==> config.mk <==
export PLATFORM = sky130hd
export DESIGN_NAME = framebuffer_port_arbiter
export DESIGN_NICKNAME = d
export VERILOG_FILES = /design/src/rtl/framebuffer_port_arbiter_pkg.sv /design/src/rtl/framebuffer_port_arbiter_starvation_monitor.sv /design/src/rtl/framebuffer_port_arbiter.sv
export SDC_FILE = /design/constraint.sdc
export NUM_CORES = 1
export LEC_CHECK = 0
export ABC_AREA = 1
export CORE_UTILIZATION = 29
export DETAILED_ROUTE_END_ITERATION = 6
export PLACE_DENSITY = 0.78
export SYNTH_ARGS = -nofsm -noshare
export SYNTH_HDL_FRONTEND = slang
export SYNTH_SLANG_ARGS = --single-unit
export TNS_END_PERCENT = 100
==> constraint.sdc <==
create_clock -name clk -period 1.3 [get_ports clk]
set_input_delay 0.13 -clock clk [delete_from_list [all_inputs] [get_ports clk]]
set_output_delay 0.13 -clock clk [all_outputs]
set_load 0.01 [all_outputs]
==> src/rtl/framebuffer_port_arbiter_pkg.sv <==
// Shared types for the framebuffer port arbiter: starvation FSM states,
// grant sources and the fixed-priority grant decision.
package framebuffer_port_arbiter_pkg;

  localparam int COUNT_WIDTH = 8;

  typedef enum logic {
    ARB  = 1'b0,
    HOLD = 1'b1
  } arb_state_t;

  typedef enum logic [1:0] {
    NONE    = 2'd0,
    FRAG_WR = 2'd1,
    FRAG_RD = 2'd2,
    BULK    = 2'd3
  } grant_t;

  // Fragment strobes can never be stalled, so they always outrank the bulk port.
  function automatic grant_t pick_grant(input logic frag_wr, input logic frag_rd,
                                        input logic bulk_valid);
    grant_t g;
    if (frag_wr)         g = FRAG_WR;
    else if (frag_rd)    g = FRAG_RD;
    else if (bulk_valid) g = BULK;
    else                 g = NONE;
    return g;
  endfunction

endpackage

==> src/rtl/framebuffer_port_arbiter_starvation_monitor.sv <==
// Counts consecutive blocked bulk cycles and raises holdRequest once the
// limit is hit, until the bulk command is granted or withdrawn.
module starvation_monitor
  import framebuffer_port_arbiter_pkg::*;
#(
  parameter int STARVE_LIMIT = 15
) (
  input  logic clk,
  input  logic reset,
  input  logic bulk_valid,
  input  logic blocked,
  input  logic clear,
  output logic holdRequest
);

  localparam logic [COUNT_WIDTH-1:0] LIMIT = COUNT_WIDTH'(STARVE_LIMIT);

  arb_state_t             state, next_state;
  logic [COUNT_WIDTH-1:0] starve_count, next_count;

  always_ff @(posedge clk or posedge reset) begin
    if (reset) begin
      state        <= ARB;
      starve_count <= '0;
    end else begin
      state        <= next_state;
      starve_count <= next_count;
    end
  end

  // The count saturates at the limit, so it can never wrap back to zero.
  always_comb begin
    next_state = state;
    next_count = starve_count;
    case (state)
      ARB: begin
        if (clear || !bulk_valid) begin
          next_count = '0;
        end else if (blocked) begin
          next_count = (starve_count >= LIMIT) ? starve_count : starve_count + 1'b1;
          if (next_count >= LIMIT) next_state = HOLD;
        end
      end
      HOLD: begin
        if (clear || !bulk_valid) begin
          next_state = ARB;
          next_count = '0;
        end
      end
      default: begin
        next_state = ARB;
        next_count = '0;
      end
    endcase
  end

  always_comb begin
    holdRequest = (state == HOLD);
  end

endmodule

==> src/rtl/framebuffer_port_arbiter.sv <==
// Shares one single-port memory between an unstallable fragment pipeline and
// a valid/ready bulk port that takes every idle memory cycle.
module framebuffer_port_arbiter
  import framebuffer_port_arbiter_pkg::*;
#(
  parameter int INDEX_WIDTH  = 14,
  parameter int DATA_WIDTH   = 16,
  parameter int STARVE_LIMIT = 15
) (
  input  logic                   clk,
  input  logic                   reset,
  input  logic                   fragReadEnable,
  input  logic [INDEX_WIDTH-1:0] fragReadIndex,
  output logic [DATA_WIDTH-1:0]  fragReadData,
  input  logic                   fragWriteEnable,
  input  logic [INDEX_WIDTH-1:0] fragWriteIndex,
  input  logic [DATA_WIDTH-1:0]  fragWriteData,
  input  logic                   bulkCmdValid,
  output logic                   bulkCmdReady,
  input  logic                   bulkCmdWrite,
  input  logic [INDEX_WIDTH-1:0] bulkCmdIndex,
  input  logic [DATA_WIDTH-1:0]  bulkCmdData,
  output logic                   bulkRspValid,
  output logic [DATA_WIDTH-1:0]  bulkRspData,
  output logic [INDEX_WIDTH-1:0] memAddr,
  output logic                   memWriteEnable,
  output logic [DATA_WIDTH-1:0]  memWriteData,
  input  logic [DATA_WIDTH-1:0]  memReadData,
  output logic                   holdRequest,
  output logic                   collision
);

  grant_t                 grant;
  logic [INDEX_WIDTH-1:0] sel_addr;
  logic [INDEX_WIDTH-1:0] last_addr;
  logic                   sel_we;
  logic [DATA_WIDTH-1:0]  sel_wdata;
  logic                   bulk_grant;
  logic                   rsp_tag;

  always_comb begin
    grant = pick_grant(fragWriteEnable, fragReadEnable, bulkCmdValid);
  end

  // With no grant the address bus parks on the last used address.
  always_comb begin
    sel_addr  = last_addr;
    sel_we    = 1'b0;
    sel_wdata = fragWriteData;
    case (grant)
      FRAG_WR: begin
        sel_addr  = fragWriteIndex;
        sel_we    = 1'b1;
        sel_wdata = fragWriteData;
      end
      FRAG_RD: begin
        sel_addr = fragReadIndex;
      end
      BULK: begin
        sel_addr  = bulkCmdIndex;
        sel_we    = bulkCmdWrite;
        sel_wdata = bulkCmdData;
      end
      default: begin
        sel_addr = last_addr;
      end
    endcase
  end

  always_comb begin
    bulkCmdReady   = bulkCmdValid & ~fragReadEnable & ~fragWriteEnable & ~reset;
    bulk_grant     = bulkCmdReady;
    memAddr        = reset ? '0 : sel_addr;
    memWriteEnable = sel_we & ~reset;
    memWriteData   = sel_wdata;
    fragReadData   = memReadData;
    bulkRspData    = memReadData;
    bulkRspValid   = rsp_tag;
  end

  // The tag remembers whose read is coming back so the two return paths never swap.
  always_ff @(posedge clk or posedge reset) begin
    if (reset) begin
      last_addr <= '0;
      rsp_tag   <= 1'b0;
      collision <= 1'b0;
    end else begin
      last_addr <= sel_addr;
      rsp_tag   <= bulk_grant & ~bulkCmdWrite;
      if (fragReadEnable && fragWriteEnable) collision <= 1'b1;
    end
  end

  starvation_monitor #(
    .STARVE_LIMIT(STARVE_LIMIT)
  ) u_starvation_monitor (
    .clk        (clk),
    .reset      (reset),
    .bulk_valid (bulkCmdValid),
    .blocked    (bulkCmdValid & ~bulkCmdReady),
    .clear      (bulk_grant),
    .holdRequest(holdRequest)
  );

endmodule

==> flow_summary.yaml <==
placement:
  dpl_cell_area_sq_mm: 0.00311
  io_buffers: 114
  dp_hpwl_um: 4820
  dp.cells: 464
  place_congestion: 0.830
  dpl_worst_slack_ns: -0.811
logic_synthesis:
  syn_nets: 372
  yosys_warnings: 0
  synth-seq-area-share_pct: 33.8
  syn_inst: 275
  syn-mean-instance-area_sq_um: 6.74
  ys_types: 23
  dominantRegCellSynth: "dfrtp_1"
  netlist_area_sq_mm: 0.00185
  synth_edf_count: 0
  ys_ff_latch: 25
  async_flop_share_pct: 100
sta:
  fmax_ghz: 0.734
  clock_skew_ns: 0.00836
  fin_crit_ns: 1.36
  hold_viol: 0
  worst_slew_pin_slew_ns: 0.177
  max_slew_margin_pct: 88.2
  drv_slew: 0
  setup_viol: 10
  period_share_pct: 105
  grt_setup_unrepaired: "yes"
  worst_slack_ns: -0.0615
grt:
  antenna_found_initial: 0
  grt-ovfl-total: 0
  grt_pass1_wl_um: 9920
  grt_pass1_vias: 2283
  grt_usage_pct: 19.5
  grt_max_degree: 15
cells_and_area:
  fin_nets: 523
  multi_input_area_sq_mm: 0.00108
  fin_util_pct: 58.9
  diodes: 0
  drive_gt1_share_pct: 43.8
  seqCellArea_sq_um: 626
  syn2layout_area_growth_pct: 91.4
  fin_area_sq_mm: 0.00355
  fin_cells: 500
  fillCellCount: 547
worst_hold_path:
  holdCritPathClass: "primary input to async pin"
clocking:
  clockRootBuffer: "clkbuf_8"
  hold_buffers: 0
  tritoncts.num_buffers: 3
  clk_path_buf_depth: 2
  cts_max_level: 1
  clock_latency_ns: 0.27
  cts_sinks: 25
  cts_tree: "built"
  path_clk_slew_ns: 0.09
floorplanning:
  dieWidth_um: 81.9
  core.rowCount: 28
  fp.coreArea_sq_mm: 0.00603
  num_io_pins: 163
  die_y_um: 81.9
  start_util_pct: 30.8
  die_area_sq_mm: 0.00671
route:
  vias: 2310
  final_antenna_net_count: 0
  wirelength_um: 6850
  drc: 0
  wire_per_inst_um: 13.7
  wl_met3_um: 448
  firstDrtPassIters: 4
  top_layer: "met4"
  drt_iter0_markers: 75
  viasPerCell: 4.62
  dr_wl_met2_um: 3680
  wl_met1_um: 2540
power:
  vdd_drop_max_uv: 421
  totalPowerFinal_mw: 2.28
  p_comb_share_pct: 42.3
  p_leak_nw: 1.75
  switchingPower_mw: 0.669
  power_frac_clock_pct: 20.5
  power_density_mw_per_mm2: 642
  switching_share_pct: 29.4
  seqPwrFrac_pct: 37.3
  internal_power_mw: 1.61
setup_path:
  r2r-end: "u_starvation_monitor.holdRequest"
  endpoint_kind: "register"
  cp.arrival_ns: 1.56
  worstPathMaxFanout: 3
  start_kind: "register"
  worst-setup-path-type: "register to register"
  r2r_slack_ns: -0.06
  reg2reg_from: "u_starvation_monitor.starve_count[1]"
  reg2reg_depth: 8
  critPathRequiredTime_ns: 1.50
run_status:
  violations: "negative setup slack"
  status: "complete, but fails checks"
job:
  cap_violations: 0
[synth_stat cells, types with 2 or more instances]
cell type | instances | area, sq um
nand2_1 | 115 | 432
buf_4 | 33 | 248
dfrtp_1 | 25 | 626
inv_1 | 22 | 82.6
a21oi_1 | 16 | 80.1
nor2_1 | 13 | 48.8
and2_1 | 7 | 43.8
o21ai_0 | 7 | 35.0
nand4_1 | 6 | 37.5
nand3_1 | 5 | 25.0
o22ai_1 | 4 | 25.0
buf_2 | 3 | 15.0
buf_6 | 3 | 33.8
nand2_2 | 3 | 18.8
nand4_2 | 3 | 37.5
clkbuf_1 | 2 | 7.51
nor3_1 | 2 | 10.0
[power groups by stage]
stage                     combinational (mW)  sequential, mW  clock (mW)
after floorplan                        0.390           0.861           0
after detailed placement               0.810           0.863           0
after global routing                    1.03           0.855       0.511
after global placement                 0.799           0.861           0
after CTS                              0.861           0.848       0.481
final                                  0.963           0.849       0.466
[cell usage in the layout, fill, tap and decap left out, types with 3 or more instances in the layout]
master | synthesis | layout
nand2_1 | 115 | 85
clkdlybuf4s50_1 | 0 | 75
buf_4 | 33 | 61
nand2_2 | 3 | 29
dfrtp_1 | 25 | 25
buf_2 | 3 | 25
inv_1 | 22 | 19
buf_6 | 3 | 16
a21oi_2 | 0 | 8
nor2_1 | 13 | 7
a21oi_1 | 16 | 7
and2_4 | 0 | 7
o21ai_2 | 0 | 6
nand4_1 | 6 | 6
nor2_4 | 0 | 4
nand3_1 | 5 | 4
dlygate4sd2_1 | 0 | 4
nand2_4 | 0 | 3
nand4_2 | 3 | 3
nor2_2 | 1 | 3
o22ai_1 | 4 | 3
clkbuf_8 | 0 | 3
clkbuf_2 | 0 | 3
[routing by layer]
metal | track usage (%) | up-vias
met1 | 20.2 | 1062
met2 | 38.7 | 101
li1 | - | 1128
met4 | 9.12 | 0
met3 | 2.00 | 19
met5 | 0 | -
[stage by stage]
step	TNS (ns)	hold WS (ns)
final	-0.175	0.0654
after global placement	-30.01	0.260
after detailed placement	-31.40	0.260
after floorplan	0	0.201
after CTS	-0.309	0.0246
after global routing	-1.65	0.0655
[logic make-up after synthesis]
logic type | Yosys count | share of synthesized area [%]
AND/OR/NAND/NOR | 156 | 36.2
adder cells (fa/ha/maj) | 1 | 0.675
flip-flops | 25 | 33.8
buffers and inverters | 65 | 21.4
AO/OA/AOI/OAI | 28 | 7.97
[registers in the layout, indices dropped and copies added, names as in the netlist]
| register | cells |
|---|---|
| u_starvation_monitor.starve_count | 8 |
| u_starvation_monitor.holdRequest | 1 |
| bulkRspValid | 1 |
| collision | 1 |
| last_addr | 14 |
[final cells by class]
class / count / share of cell area [%]
clock buffer: 3 / 1.16
multi-input combinational: 186 / 30.3
clock inverter: 1 / 0.141
tap: 75 / 2.65
sequential: 25 / 17.6
inverter: 24 / 3.14
timing repair buffer: 186 / 44.9
[worst max path at each step]
stage,to,depth (start not counted),startpoint,slack [ns]
3_3_place_gp,memAddr[0],8,fragWriteEnable,-0.77
5_1_grt,u_starvation_monitor.holdRequest,9,u_starvation_monitor.starve_count[1],-0.14
3_5_place_dp,memAddr[2],8,fragWriteEnable,-0.81
6_report,u_starvation_monitor.holdRequest,8,u_starvation_monitor.starve_count[1],-0.06
2_1_floorplan,memAddr[10],3,reset,0.03
4_1_cts,memAddr[5],9,fragReadEnable,-0.10
[worst max-delay path, cell delays in order (launching register included)]
cell,delay [ns]
dfrtp_1,0.40
ha_2,0.21
nand3_1,0.13
nand3_2,0.09
nand2_1,0.11
nand2_2,0.07
nor2_1,0.10
nand2_1,0.07
a21oi_1,0.12
[repair_timing]
action | 4_1_cts | 5_1_grt
gates cloned | 4 | 0
endpoints found under the setup margin | 48 | 32
setup buffers | 23 | 9
resized for setup | 171 | 78
hold endpoints to repair | 0 | 0
pin swaps | 16 | 32
(Power assumes the default switching activity.)
